$ cat src/rtl/mc_ctrl_pkg.sv
// Shared encodings for the multi-cycle controller: state codes, instruction
// classes, opcode/funct constants, ALU/memory encodings and mux select codes.
package mc_ctrl_pkg;

  typedef enum logic [2:0] {
    ST_FETCH  = 3'd0,
    ST_DECODE = 3'd1,
    ST_EXEC   = 3'd2,
    ST_MEM    = 3'd3,
    ST_WB     = 3'd4,
    ST_FAULT  = 3'd5,
    ST_TRAP   = 3'd6
  } state_t;

  typedef enum logic [3:0] {
    CL_NOP, CL_RTYPE, CL_IMM, CL_LOAD, CL_STORE, CL_BEQ, CL_BNE,
    CL_J, CL_JAL, CL_JR, CL_JALR, CL_ILLEGAL
  } instr_class_t;

  localparam int ALU_W    = 4;
  localparam int MEM_OP_W = 2;

  localparam logic [ALU_W-1:0] ALU_ADD  = 4'd0;
  localparam logic [ALU_W-1:0] ALU_SUB  = 4'd1;
  localparam logic [ALU_W-1:0] ALU_AND  = 4'd2;
  localparam logic [ALU_W-1:0] ALU_OR   = 4'd3;
  localparam logic [ALU_W-1:0] ALU_XOR  = 4'd4;
  localparam logic [ALU_W-1:0] ALU_NOR  = 4'd5;
  localparam logic [ALU_W-1:0] ALU_SLT  = 4'd6;
  localparam logic [ALU_W-1:0] ALU_SLTU = 4'd7;
  localparam logic [ALU_W-1:0] ALU_SLL  = 4'd8;
  localparam logic [ALU_W-1:0] ALU_SRL  = 4'd9;
  localparam logic [ALU_W-1:0] ALU_SRA  = 4'd10;
  localparam logic [ALU_W-1:0] ALU_LUI  = 4'd11;

  localparam logic [MEM_OP_W-1:0] MEM_WORD = 2'd0;
  localparam logic [MEM_OP_W-1:0] MEM_BYTE = 2'd1;
  localparam logic [MEM_OP_W-1:0] MEM_HALF = 2'd2;

  localparam logic [1:0] PC_SEQ    = 2'd0;
  localparam logic [1:0] PC_BRANCH = 2'd1;
  localparam logic [1:0] PC_JUMP   = 2'd2;
  localparam logic [1:0] PC_REG    = 2'd3;

  localparam logic [1:0] RD_RT = 2'd0;
  localparam logic [1:0] RD_RD = 2'd1;
  localparam logic [1:0] RD_RA = 2'd2;

  localparam logic [1:0] RS_ALU = 2'd0;
  localparam logic [1:0] RS_MDR = 2'd1;
  localparam logic [1:0] RS_PC  = 2'd2;

  localparam logic [5:0] OP_RTYPE = 6'h00;
  localparam logic [5:0] OP_J     = 6'h02;
  localparam logic [5:0] OP_JAL   = 6'h03;
  localparam logic [5:0] OP_BEQ   = 6'h04;
  localparam logic [5:0] OP_BNE   = 6'h05;
  localparam logic [5:0] OP_ADDI  = 6'h08;
  localparam logic [5:0] OP_ADDIU = 6'h09;
  localparam logic [5:0] OP_SLTI  = 6'h0A;
  localparam logic [5:0] OP_SLTIU = 6'h0B;
  localparam logic [5:0] OP_ANDI  = 6'h0C;
  localparam logic [5:0] OP_ORI   = 6'h0D;
  localparam logic [5:0] OP_XORI  = 6'h0E;
  localparam logic [5:0] OP_LUI   = 6'h0F;
  localparam logic [5:0] OP_LB    = 6'h20;
  localparam logic [5:0] OP_LH    = 6'h21;
  localparam logic [5:0] OP_LW    = 6'h23;
  localparam logic [5:0] OP_LBU   = 6'h24;
  localparam logic [5:0] OP_LHU   = 6'h25;
  localparam logic [5:0] OP_SB    = 6'h28;
  localparam logic [5:0] OP_SH    = 6'h29;
  localparam logic [5:0] OP_SW    = 6'h2B;

  localparam logic [5:0] FN_SLL  = 6'h00;
  localparam logic [5:0] FN_SRL  = 6'h02;
  localparam logic [5:0] FN_SRA  = 6'h03;
  localparam logic [5:0] FN_JR   = 6'h08;
  localparam logic [5:0] FN_JALR = 6'h09;
  localparam logic [5:0] FN_ADD  = 6'h20;
  localparam logic [5:0] FN_ADDU = 6'h21;
  localparam logic [5:0] FN_SUB  = 6'h22;
  localparam logic [5:0] FN_SUBU = 6'h23;
  localparam logic [5:0] FN_AND  = 6'h24;
  localparam logic [5:0] FN_OR   = 6'h25;
  localparam logic [5:0] FN_XOR  = 6'h26;
  localparam logic [5:0] FN_NOR  = 6'h27;
  localparam logic [5:0] FN_SLT  = 6'h2A;
  localparam logic [5:0] FN_SLTU = 6'h2B;

  typedef struct packed {
    instr_class_t          cls;
    logic [ALU_W-1:0]      alu_op;
    logic [MEM_OP_W-1:0]   mem_op;
    logic                  mem_ext;
    logic                  shamt;
  } dec_t;

  localparam dec_t DEC_NOP = '{cls: CL_NOP, alu_op: ALU_ADD, mem_op: MEM_WORD,
                               mem_ext: 1'b0, shamt: 1'b0};

  // Classes whose second ALU operand is the extended immediate.
  function automatic logic uses_imm(input instr_class_t c);
    return (c == CL_IMM) || (c == CL_LOAD) || (c == CL_STORE);
  endfunction

endpackage

$ cat src/rtl/mc_ctrl_if.sv
// Shared instruction/data memory port: req is held until ready completes it.
interface mc_ctrl_if;
  import mc_ctrl_pkg::*;

  // mem_req stays high until mem_ready is seen with it; mem_we, iord, mem_op
  // and mem_ext qualify the request; mem_ready without mem_req is ignored.
  logic                mem_req;
  logic                mem_we;
  logic                mem_ready;
  logic                iord;
  logic [MEM_OP_W-1:0] mem_op;
  logic                mem_ext;

  modport master (output mem_req, mem_we, iord, mem_op, mem_ext, input mem_ready);
  modport slave  (input mem_req, mem_we, iord, mem_op, mem_ext, output mem_ready);
endinterface

$ cat src/rtl/mc_ctrl_decode.sv
// Combinational opcode/funct decoder: instruction class plus ALU and memory
// operation; anything not listed decodes as CL_ILLEGAL.
module mc_decode
  import mc_ctrl_pkg::*;
(
  input  logic [5:0] opcode,
  input  logic [5:0] funct,
  output dec_t       dec
);

  always_comb begin
    dec = '{cls: CL_ILLEGAL, alu_op: ALU_ADD, mem_op: MEM_WORD, mem_ext: 1'b0, shamt: 1'b0};
    case (opcode)
      OP_RTYPE: begin
        dec.cls = CL_RTYPE;
        case (funct)
          FN_SLL:            begin dec.alu_op = ALU_SLL; dec.shamt = 1'b1; end
          FN_SRL:            begin dec.alu_op = ALU_SRL; dec.shamt = 1'b1; end
          FN_SRA:            begin dec.alu_op = ALU_SRA; dec.shamt = 1'b1; end
          FN_JR:             dec.cls = CL_JR;
          FN_JALR:           dec.cls = CL_JALR;
          FN_ADD, FN_ADDU:   dec.alu_op = ALU_ADD;
          FN_SUB, FN_SUBU:   dec.alu_op = ALU_SUB;
          FN_AND:            dec.alu_op = ALU_AND;
          FN_OR:             dec.alu_op = ALU_OR;
          FN_XOR:            dec.alu_op = ALU_XOR;
          FN_NOR:            dec.alu_op = ALU_NOR;
          FN_SLT:            dec.alu_op = ALU_SLT;
          FN_SLTU:           dec.alu_op = ALU_SLTU;
          default:           dec.cls = CL_ILLEGAL;
        endcase
      end
      OP_J:     dec.cls = CL_J;
      OP_JAL:   dec.cls = CL_JAL;
      OP_BEQ:   begin dec.cls = CL_BEQ; dec.alu_op = ALU_SUB; end
      OP_BNE:   begin dec.cls = CL_BNE; dec.alu_op = ALU_SUB; end
      OP_ADDI, OP_ADDIU: begin dec.cls = CL_IMM; dec.alu_op = ALU_ADD;  end
      OP_SLTI:  begin dec.cls = CL_IMM; dec.alu_op = ALU_SLT;  end
      OP_SLTIU: begin dec.cls = CL_IMM; dec.alu_op = ALU_SLTU; end
      OP_ANDI:  begin dec.cls = CL_IMM; dec.alu_op = ALU_AND;  end
      OP_ORI:   begin dec.cls = CL_IMM; dec.alu_op = ALU_OR;   end
      OP_XORI:  begin dec.cls = CL_IMM; dec.alu_op = ALU_XOR;  end
      OP_LUI:   begin dec.cls = CL_IMM; dec.alu_op = ALU_LUI;  end
      OP_LB:    begin dec.cls = CL_LOAD; dec.mem_op = MEM_BYTE; dec.mem_ext = 1'b1; end
      OP_LH:    begin dec.cls = CL_LOAD; dec.mem_op = MEM_HALF; dec.mem_ext = 1'b1; end
      OP_LW:    begin dec.cls = CL_LOAD; dec.mem_op = MEM_WORD; dec.mem_ext = 1'b1; end
      OP_LBU:   begin dec.cls = CL_LOAD; dec.mem_op = MEM_BYTE; end
      OP_LHU:   begin dec.cls = CL_LOAD; dec.mem_op = MEM_HALF; end
      OP_SB:    begin dec.cls = CL_STORE; dec.mem_op = MEM_BYTE; end
      OP_SH:    begin dec.cls = CL_STORE; dec.mem_op = MEM_HALF; end
      OP_SW:    begin dec.cls = CL_STORE; dec.mem_op = MEM_WORD; end
      default:  dec.cls = CL_ILLEGAL;
    endcase
  end

endmodule

$ cat src/rtl/mc_ctrl.sv
// Multi-cycle controller FSM (FETCH/DECODE/EXEC/MEM/WB) with memory stall
// timeout and retired counter. Define ILLEGAL_TRAP_EN to trap undecoded ops.
module mc_ctrl
  import mc_ctrl_pkg::*;
#(
  parameter int ALU_OP_W      = 4,
  parameter int STALL_TIMEOUT = 16,
  parameter int CNT_W         = 32
) (
  input  logic                clk,
  input  logic                rst,
  mc_ctrl_if.master           bus,
  input  logic [5:0]          opcode,
  input  logic [5:0]          funct,
  input  logic                alu_zero,
  output logic                ir_write,
  output logic                pc_write,
  output logic [1:0]          pc_src,
  output logic                reg_write,
  output logic [1:0]          reg_dst,
  output logic [1:0]          reg_src,
  output logic                alu_src_a,
  output logic                alu_src_b,
  output logic [ALU_OP_W-1:0] alu_op,
  output logic [2:0]          state,
  output logic                fault,
`ifdef ILLEGAL_TRAP_EN
  output logic                illegal,
`endif
  output logic [CNT_W-1:0]    retired
);

  localparam int WAIT_W = (STALL_TIMEOUT > 1) ? $clog2(STALL_TIMEOUT) : 1;

  state_t              state_q, state_d;
  dec_t                live, cur_q;
  logic [WAIT_W-1:0]   wait_q;
  logic [CNT_W-1:0]    retired_q;
  logic                timeout_hit, retire;
  logic                req_c, we_c, irw_c, pcw_c, rw_c;
  logic                iord_c, mem_ext_c;
  logic [MEM_OP_W-1:0] mem_op_c;
  logic [ALU_W-1:0]    alu_op_c;

  mc_decode u_decode (.opcode(opcode), .funct(funct), .dec(live));

  // The stalled cycle that would make the wait count reach the limit moves to FAULT.
  assign timeout_hit = (STALL_TIMEOUT != 0) && !bus.mem_ready &&
                       (wait_q == WAIT_W'(STALL_TIMEOUT - 1));

  assign retire = (state_d == ST_FETCH) &&
                  ((state_q == ST_DECODE) || (state_q == ST_EXEC) ||
                   (state_q == ST_MEM)    || (state_q == ST_WB));

  always_comb begin
    state_d   = state_q;
    req_c     = 1'b0;
    we_c      = 1'b0;
    irw_c     = 1'b0;
    pcw_c     = 1'b0;
    rw_c      = 1'b0;
    iord_c    = 1'b0;
    mem_op_c  = MEM_WORD;
    mem_ext_c = 1'b0;
    pc_src    = PC_SEQ;
    reg_dst   = RD_RT;
    reg_src   = RS_ALU;
    alu_src_a = 1'b0;
    alu_src_b = 1'b0;
    alu_op_c  = ALU_ADD;
    case (state_q)
      ST_FETCH: begin
        req_c = 1'b1;
        if (bus.mem_ready) begin
          irw_c   = 1'b1;
          pcw_c   = 1'b1;
          state_d = ST_DECODE;
        end else if (timeout_hit) begin
          state_d = ST_FAULT;
        end
      end
      ST_DECODE: begin
        // Jumps finish here from the live decode; everything else is latched.
        case (live.cls)
          CL_J:    begin pcw_c = 1'b1; pc_src = PC_JUMP; state_d = ST_FETCH; end
          CL_JAL:  begin
            pcw_c = 1'b1; pc_src = PC_JUMP;
            rw_c = 1'b1; reg_dst = RD_RA; reg_src = RS_PC;
            state_d = ST_FETCH;
          end
          CL_JR:   begin pcw_c = 1'b1; pc_src = PC_REG; state_d = ST_FETCH; end
          CL_JALR: begin
            pcw_c = 1'b1; pc_src = PC_REG;
            rw_c = 1'b1; reg_dst = RD_RD; reg_src = RS_PC;
            state_d = ST_FETCH;
          end
`ifdef ILLEGAL_TRAP_EN
          CL_ILLEGAL: state_d = ST_TRAP;
`else
          CL_ILLEGAL: state_d = ST_FETCH;
`endif
          CL_NOP:  state_d = ST_FETCH;
          default: state_d = ST_EXEC;
        endcase
      end
      ST_EXEC: begin
        alu_op_c  = cur_q.alu_op;
        alu_src_a = cur_q.shamt;
        alu_src_b = uses_imm(cur_q.cls);
        case (cur_q.cls)
          CL_BEQ, CL_BNE: begin
            pc_src  = PC_BRANCH;
            pcw_c   = (cur_q.cls == CL_BEQ) ? alu_zero : !alu_zero;
            state_d = ST_FETCH;
          end
          CL_LOAD, CL_STORE: state_d = ST_MEM;
          default:           state_d = ST_WB;
        endcase
      end
      ST_MEM: begin
        req_c     = 1'b1;
        iord_c    = 1'b1;
        we_c      = (cur_q.cls == CL_STORE);
        mem_op_c  = cur_q.mem_op;
        mem_ext_c = cur_q.mem_ext;
        if (bus.mem_ready) begin
          state_d = (cur_q.cls == CL_STORE) ? ST_FETCH : ST_WB;
        end else if (timeout_hit) begin
          state_d = ST_FAULT;
        end
      end
      ST_WB: begin
        rw_c    = 1'b1;
        reg_dst = (cur_q.cls == CL_RTYPE) ? RD_RD : RD_RT;
        reg_src = (cur_q.cls == CL_LOAD) ? RS_MDR : RS_ALU;
        state_d = ST_FETCH;
      end
      ST_FAULT: state_d = ST_FAULT;
`ifdef ILLEGAL_TRAP_EN
      ST_TRAP:  state_d = ST_TRAP;
`endif
      default:  state_d = ST_FETCH;
    endcase
  end

  always_ff @(posedge clk) begin
    if (rst) begin
      state_q   <= ST_FETCH;
      cur_q     <= DEC_NOP;
      wait_q    <= '0;
      retired_q <= '0;
    end else begin
      state_q <= state_d;
      if (state_q == ST_DECODE && state_d == ST_EXEC) cur_q <= live;
      if (state_d != state_q) begin
        wait_q <= '0;
      end else if ((state_q == ST_FETCH || state_q == ST_MEM) && !bus.mem_ready) begin
        wait_q <= wait_q + WAIT_W'(1);
      end
      if (retire) retired_q <= retired_q + CNT_W'(1);
    end
  end

  // Strobes are gated by rst so a reset cycle never commits a partial write.
  assign bus.mem_req = req_c & ~rst;
  assign bus.mem_we  = we_c  & ~rst;
  assign ir_write    = irw_c & ~rst;
  assign pc_write    = pcw_c & ~rst;
  assign reg_write   = rw_c  & ~rst;
  assign bus.iord    = iord_c;
  assign bus.mem_op  = mem_op_c;
  assign bus.mem_ext = mem_ext_c;
  assign alu_op      = ALU_OP_W'(alu_op_c);
  assign state       = state_q;
  assign fault       = (state_q == ST_FAULT);
`ifdef ILLEGAL_TRAP_EN
  assign illegal     = (state_q == ST_TRAP);
`endif
  assign retired     = retired_q;

endmodule

$ cat src/flat_wrapper.sv
// flat-port wrapper written by rule: the top's interface ports become plain ports
module mc_ctrl_flat import mc_ctrl_pkg::*;
#(
  parameter int ALU_OP_W      = 4,
  parameter int STALL_TIMEOUT = 16,
  parameter int CNT_W         = 32
)
  (clk, rst, opcode, funct, alu_zero, ir_write, pc_write, pc_src, reg_write, reg_dst, reg_src, alu_src_a, alu_src_b, alu_op, state, fault, retired, bus_mem_req, bus_mem_we, bus_iord, bus_mem_op, bus_mem_ext, bus_mem_ready);
  mc_ctrl_if bus_i ();
  input  logic clk;
  input  logic rst;
  input  logic [5:0] opcode;
  input  logic [5:0] funct;
  input  logic alu_zero;
  output logic ir_write;
  output logic pc_write;
  output logic [1:0] pc_src;
  output logic reg_write;
  output logic [1:0] reg_dst;
  output logic [1:0] reg_src;
  output logic alu_src_a;
  output logic alu_src_b;
  output logic [ALU_OP_W-1:0] alu_op;
  output logic [2:0] state;
  output logic fault;
  output logic [CNT_W-1:0] retired;
  output wire logic [$bits(bus_i.mem_req)-1:0] bus_mem_req;
  output wire logic [$bits(bus_i.mem_we)-1:0] bus_mem_we;
  output wire logic [$bits(bus_i.iord)-1:0] bus_iord;
  output wire logic [$bits(bus_i.mem_op)-1:0] bus_mem_op;
  output wire logic [$bits(bus_i.mem_ext)-1:0] bus_mem_ext;
  input wire logic [$bits(bus_i.mem_ready)-1:0] bus_mem_ready;
  assign bus_mem_req = bus_i.mem_req;
  assign bus_mem_we = bus_i.mem_we;
  assign bus_iord = bus_i.iord;
  assign bus_mem_op = bus_i.mem_op;
  assign bus_mem_ext = bus_i.mem_ext;
  assign bus_i.mem_ready = bus_mem_ready;
  mc_ctrl #(.ALU_OP_W(ALU_OP_W), .STALL_TIMEOUT(STALL_TIMEOUT), .CNT_W(CNT_W)) u_core (.clk(clk), .rst(rst), .bus(bus_i), .opcode(opcode), .funct(funct), .alu_zero(alu_zero), .ir_write(ir_write), .pc_write(pc_write), .pc_src(pc_src), .reg_write(reg_write), .reg_dst(reg_dst), .reg_src(reg_src), .alu_src_a(alu_src_a), .alu_src_b(alu_src_b), .alu_op(alu_op), .state(state), .fault(fault), .retired(retired));
endmodule
$ cat config.mk
export PLATFORM = sky130hd
export DESIGN_NAME = mc_ctrl_flat
export DESIGN_NICKNAME = d
export VERILOG_FILES = /design/src/rtl/mc_ctrl_pkg.sv /design/src/rtl/mc_ctrl_if.sv /design/src/rtl/mc_ctrl_decode.sv /design/src/rtl/mc_ctrl.sv /design/src/flat_wrapper.sv
export SDC_FILE = /design/constraint.sdc
export NUM_CORES = 1
export LEC_CHECK = 0
export BUFFER_PORTS_ARGS = -buffer_cell sky130_fd_sc_hd__buf_2
export CORE_UTILIZATION = 40
export CTS_CLUSTER_DIAMETER = 50
export DETAILED_ROUTE_END_ITERATION = 10
export GPL_TIMING_DRIVEN = 1
export PLACE_DENSITY = 0.59
export SLEW_MARGIN = 25
export SYNTH_ARGS = -nofsm -noshare
export SYNTH_HDL_FRONTEND = slang
export SYNTH_SLANG_ARGS = --single-unit
$ cat constraint.sdc
create_clock -name clk -period 4.9 [get_ports clk]
set_input_delay 1.47 -clock clk [delete_from_list [all_inputs] [get_ports clk]]
set_output_delay 1.47 -clock clk [all_outputs]
set_load 0.005 [all_outputs]
==> results.cfg <==
[power]
powerDensity_mw_per_mm2 = 217.9
ir_drop_mv = 0.1192
cellLeakagePower_uw = 0.001597

[route]
wirelength_um = 9076
vias_per_cell = 5.997
ant_nets = 0
vias = 3568
initialDrtViolationCount = 121
first_pass_iters = 4
drc = 0
wl_per_cell_um = 15.25

[cts]
cts_root_buffer = clkbuf_8
holdBufCountCts = 0
cts_buffers = 5
clkTransAtPathRegs_ps = 100
cts_buffer_depth = 2
cts_tree = yes
htreeDepth = 2
insertion_delay_ps = 310
cts_resized = 0
post-cts-setup-buffer-count = 0
clkSinkCount = 51

[floorplan]
rows = 33
die_h_um = 95.15
die_w_um = 95.15
die_area_mm2 = 0.009054
io_pins = 73
initial_core_util = 0.4182
core_mm2 = 0.008299

[flow_run]
max-cap-violations = 0

[min_path]
holdPathEnd = u_core.cur_q[3]$_SDFFE_PP0P_
min_path_type = reg2reg
hold_start = u_core.cur_q[3]$_SDFFE_PP0P_
worstHoldPathCells = 2

[logic_synthesis]
synth_seq_area_share = 0.2942
ys_top_cells_by_count = dfxtp_1 (51), a21oi_1 (46), nor2_1 (34)
syn_nets = 457
synth_cells = 439
synthFlopType = dfxtp_1
yosys_warnings = 0
syn_area_mm2 = 0.003471
synth_top_cell_area_share = 0.2942
synth_most_common_cell = dfxtp_1
synth_edf_count = 0
synthTopCellsByArea = dfxtp_1 (29%), a21oi_1 (6.6%), or4_1 (5.8%), o31ai_1 (5.6%), and3_1 (4.0%)
async_flop_share = 0
yosysTopAreaCell = dfxtp_1
synth_cell_types = 70
synth_area_per_cell_um2 = 7.906
ys_seq_elements = 51

[place]
port_buffers = 72
gp_congestion = 0.8402
dpl_cell_area_mm2 = 0.003831
hpwl_um = 6430

[critical_path]
crit_required_ps = 3430
max_stage_delay_ps = 520
r2r_slack_ps = 1990
cp_max_fo = 7
reg2reg_depth = 7
cp_common_cell = buf_2
crit_chain = buf_2 -> or4_1 -> o2111a_1 -> o311ai_1 -> o211a_1 -> xor2_1 -> o2bb2ai_1 -> buf_2
path_class = in2out
crit_arrival_ps = 3240
end_kind = output port
slowest_stage = or4_1
cp-start-kind = input pin
rr_startpoint = u_core.state[1]$_SDFF_PP0_
r2r-end = u_core.retired[27]$_SDFFE_PP0P_

[final_layout]
fin_area_mm2 = 0.003948
syn_to_final_growth_pct = 13.73
drive_gt1_frac = 0.2102
n_fill_cell = 842
nets = 507
final_util = 0.4757
insertedDiodeCount = 0

[timing]
timing.slew.headroom = 0.4624
finalHoldViolCount = 0
holdWs_ps = 489.3
max_slew.worst_pin.slew_ps = 801.1
fmax_mhz = 212.2
setup_viol = 0
tns_ps = 0
rsz0062_at_grt = false
min_period_ps = 4713
fin_skew_ps = 9.313
drv_slew = 0
finalCritPeriodShare = 0.9619

[grt]
grt_max_degree = 46
overflow = 0
grt_usage = 0.2067
antenna_found_initial = 0
grt_pass1_wl_um = 15040
grt_pass1_vias = 3159

[status]
outcome = finished clean
## worst max-delay path by stage
stage,slack (ps),cells after the start,to,startpoint
detailed placement,200,8,pc_src[0],funct[4]
global route,40,8,pc_write,funct[1]
CTS,200,8,pc_src[0],funct[4]
finish,190,8,pc_src[0],funct[4]
global placement,230,8,pc_src[0],funct[4]
floorplan,450,7,pc_src[1],funct[1]
## per-layer routing
| layer | routed length, um | track usage | vias up |
|---|---|---|---|
| li1 | - | - | 1790 |
| met1 | 4380 | 0.2783 | 1680 |
| met2 | 4098 | 0.3369 | 90 |
| met3 | 501 | 0.04386 | 8 |
| met4 | 95 | 0.04545 | 0 |
| met5 | 0 | 0 | - |
## kinds of logic (layout without fill, tap and decap cells)
family	after synthesis	after routing	share of synthesized area
and+or+nand+nor	189	189	0.3216
buffers and inverters	50	101	0.07282
xor gates and xnor gates	6	6	0.01514
AOI/OAI and AO/OA	130	130	0.2523
DFF	51	51	0.2942
adders and majority gates	2	2	0.007209
muxes	11	11	0.03677
## placed cells by master (no fill, tap or decap), drive strengths merged, types with 3 or more instances in the layout
cell type / count
nand2: 19
xor2: 4
mux2: 5
nor4: 5
and2: 4
nor3: 13
o31ai: 26
and4: 4
a21oi: 46
nor2: 35
nand2b: 3
a21o: 3
inv: 13
a22oi: 3
nor3b: 3
dfxtp: 51
buf: 80
nor2b: 12
mux2i: 6
or4: 27
or3b: 3
nand3: 15
a31oi: 4
o21ai: 10
o22ai: 4
and3: 22
a211oi: 9
nand4: 15
clkbuf: 5
## where the power goes
group          switching (uW)  internal [uW]
registers                9.39            420
logic                    83.6           46.9
clock network             148            152
## registers in the layout, summed over array words and instances, names as in the netlist
register and flops:
u_core.cur_q 12, u_core.retired 32, u_core.wait_q 4, u_core.state 3
## metrics by stage
step,std cells,worst slack [ps],power (uW)
floorplan,439,445.6,537.3
global placement,587,232.5,568.0
detailed placement,587,202.4,568.9
CTS,595,202.0,869.5
global route,595,42.53,904.3
finish,595,186.9,860.0
## final cells by class
class / instances / area [um^2] / share of cell area
tap: 105 / 131.4 / 0.03328
sequential: 51 / 1021 / 0.2586
inverter: 13 / 48.80 / 0.01236
multi-input combinational: 338 / 2201 / 0.5575
clock inverter: 3 / 43.79 / 0.01109
clock buffer: 5 / 68.82 / 0.01743
timing repair buffer: 80 / 432.9 / 0.1097
## critical path, delay by kind of cell
family	cells	cell delay, ps
compound gates	4	830
xor+xnor	1	160
buf+inv	2	270
simple gates	1	520
(Power assumes the default switching activity.)
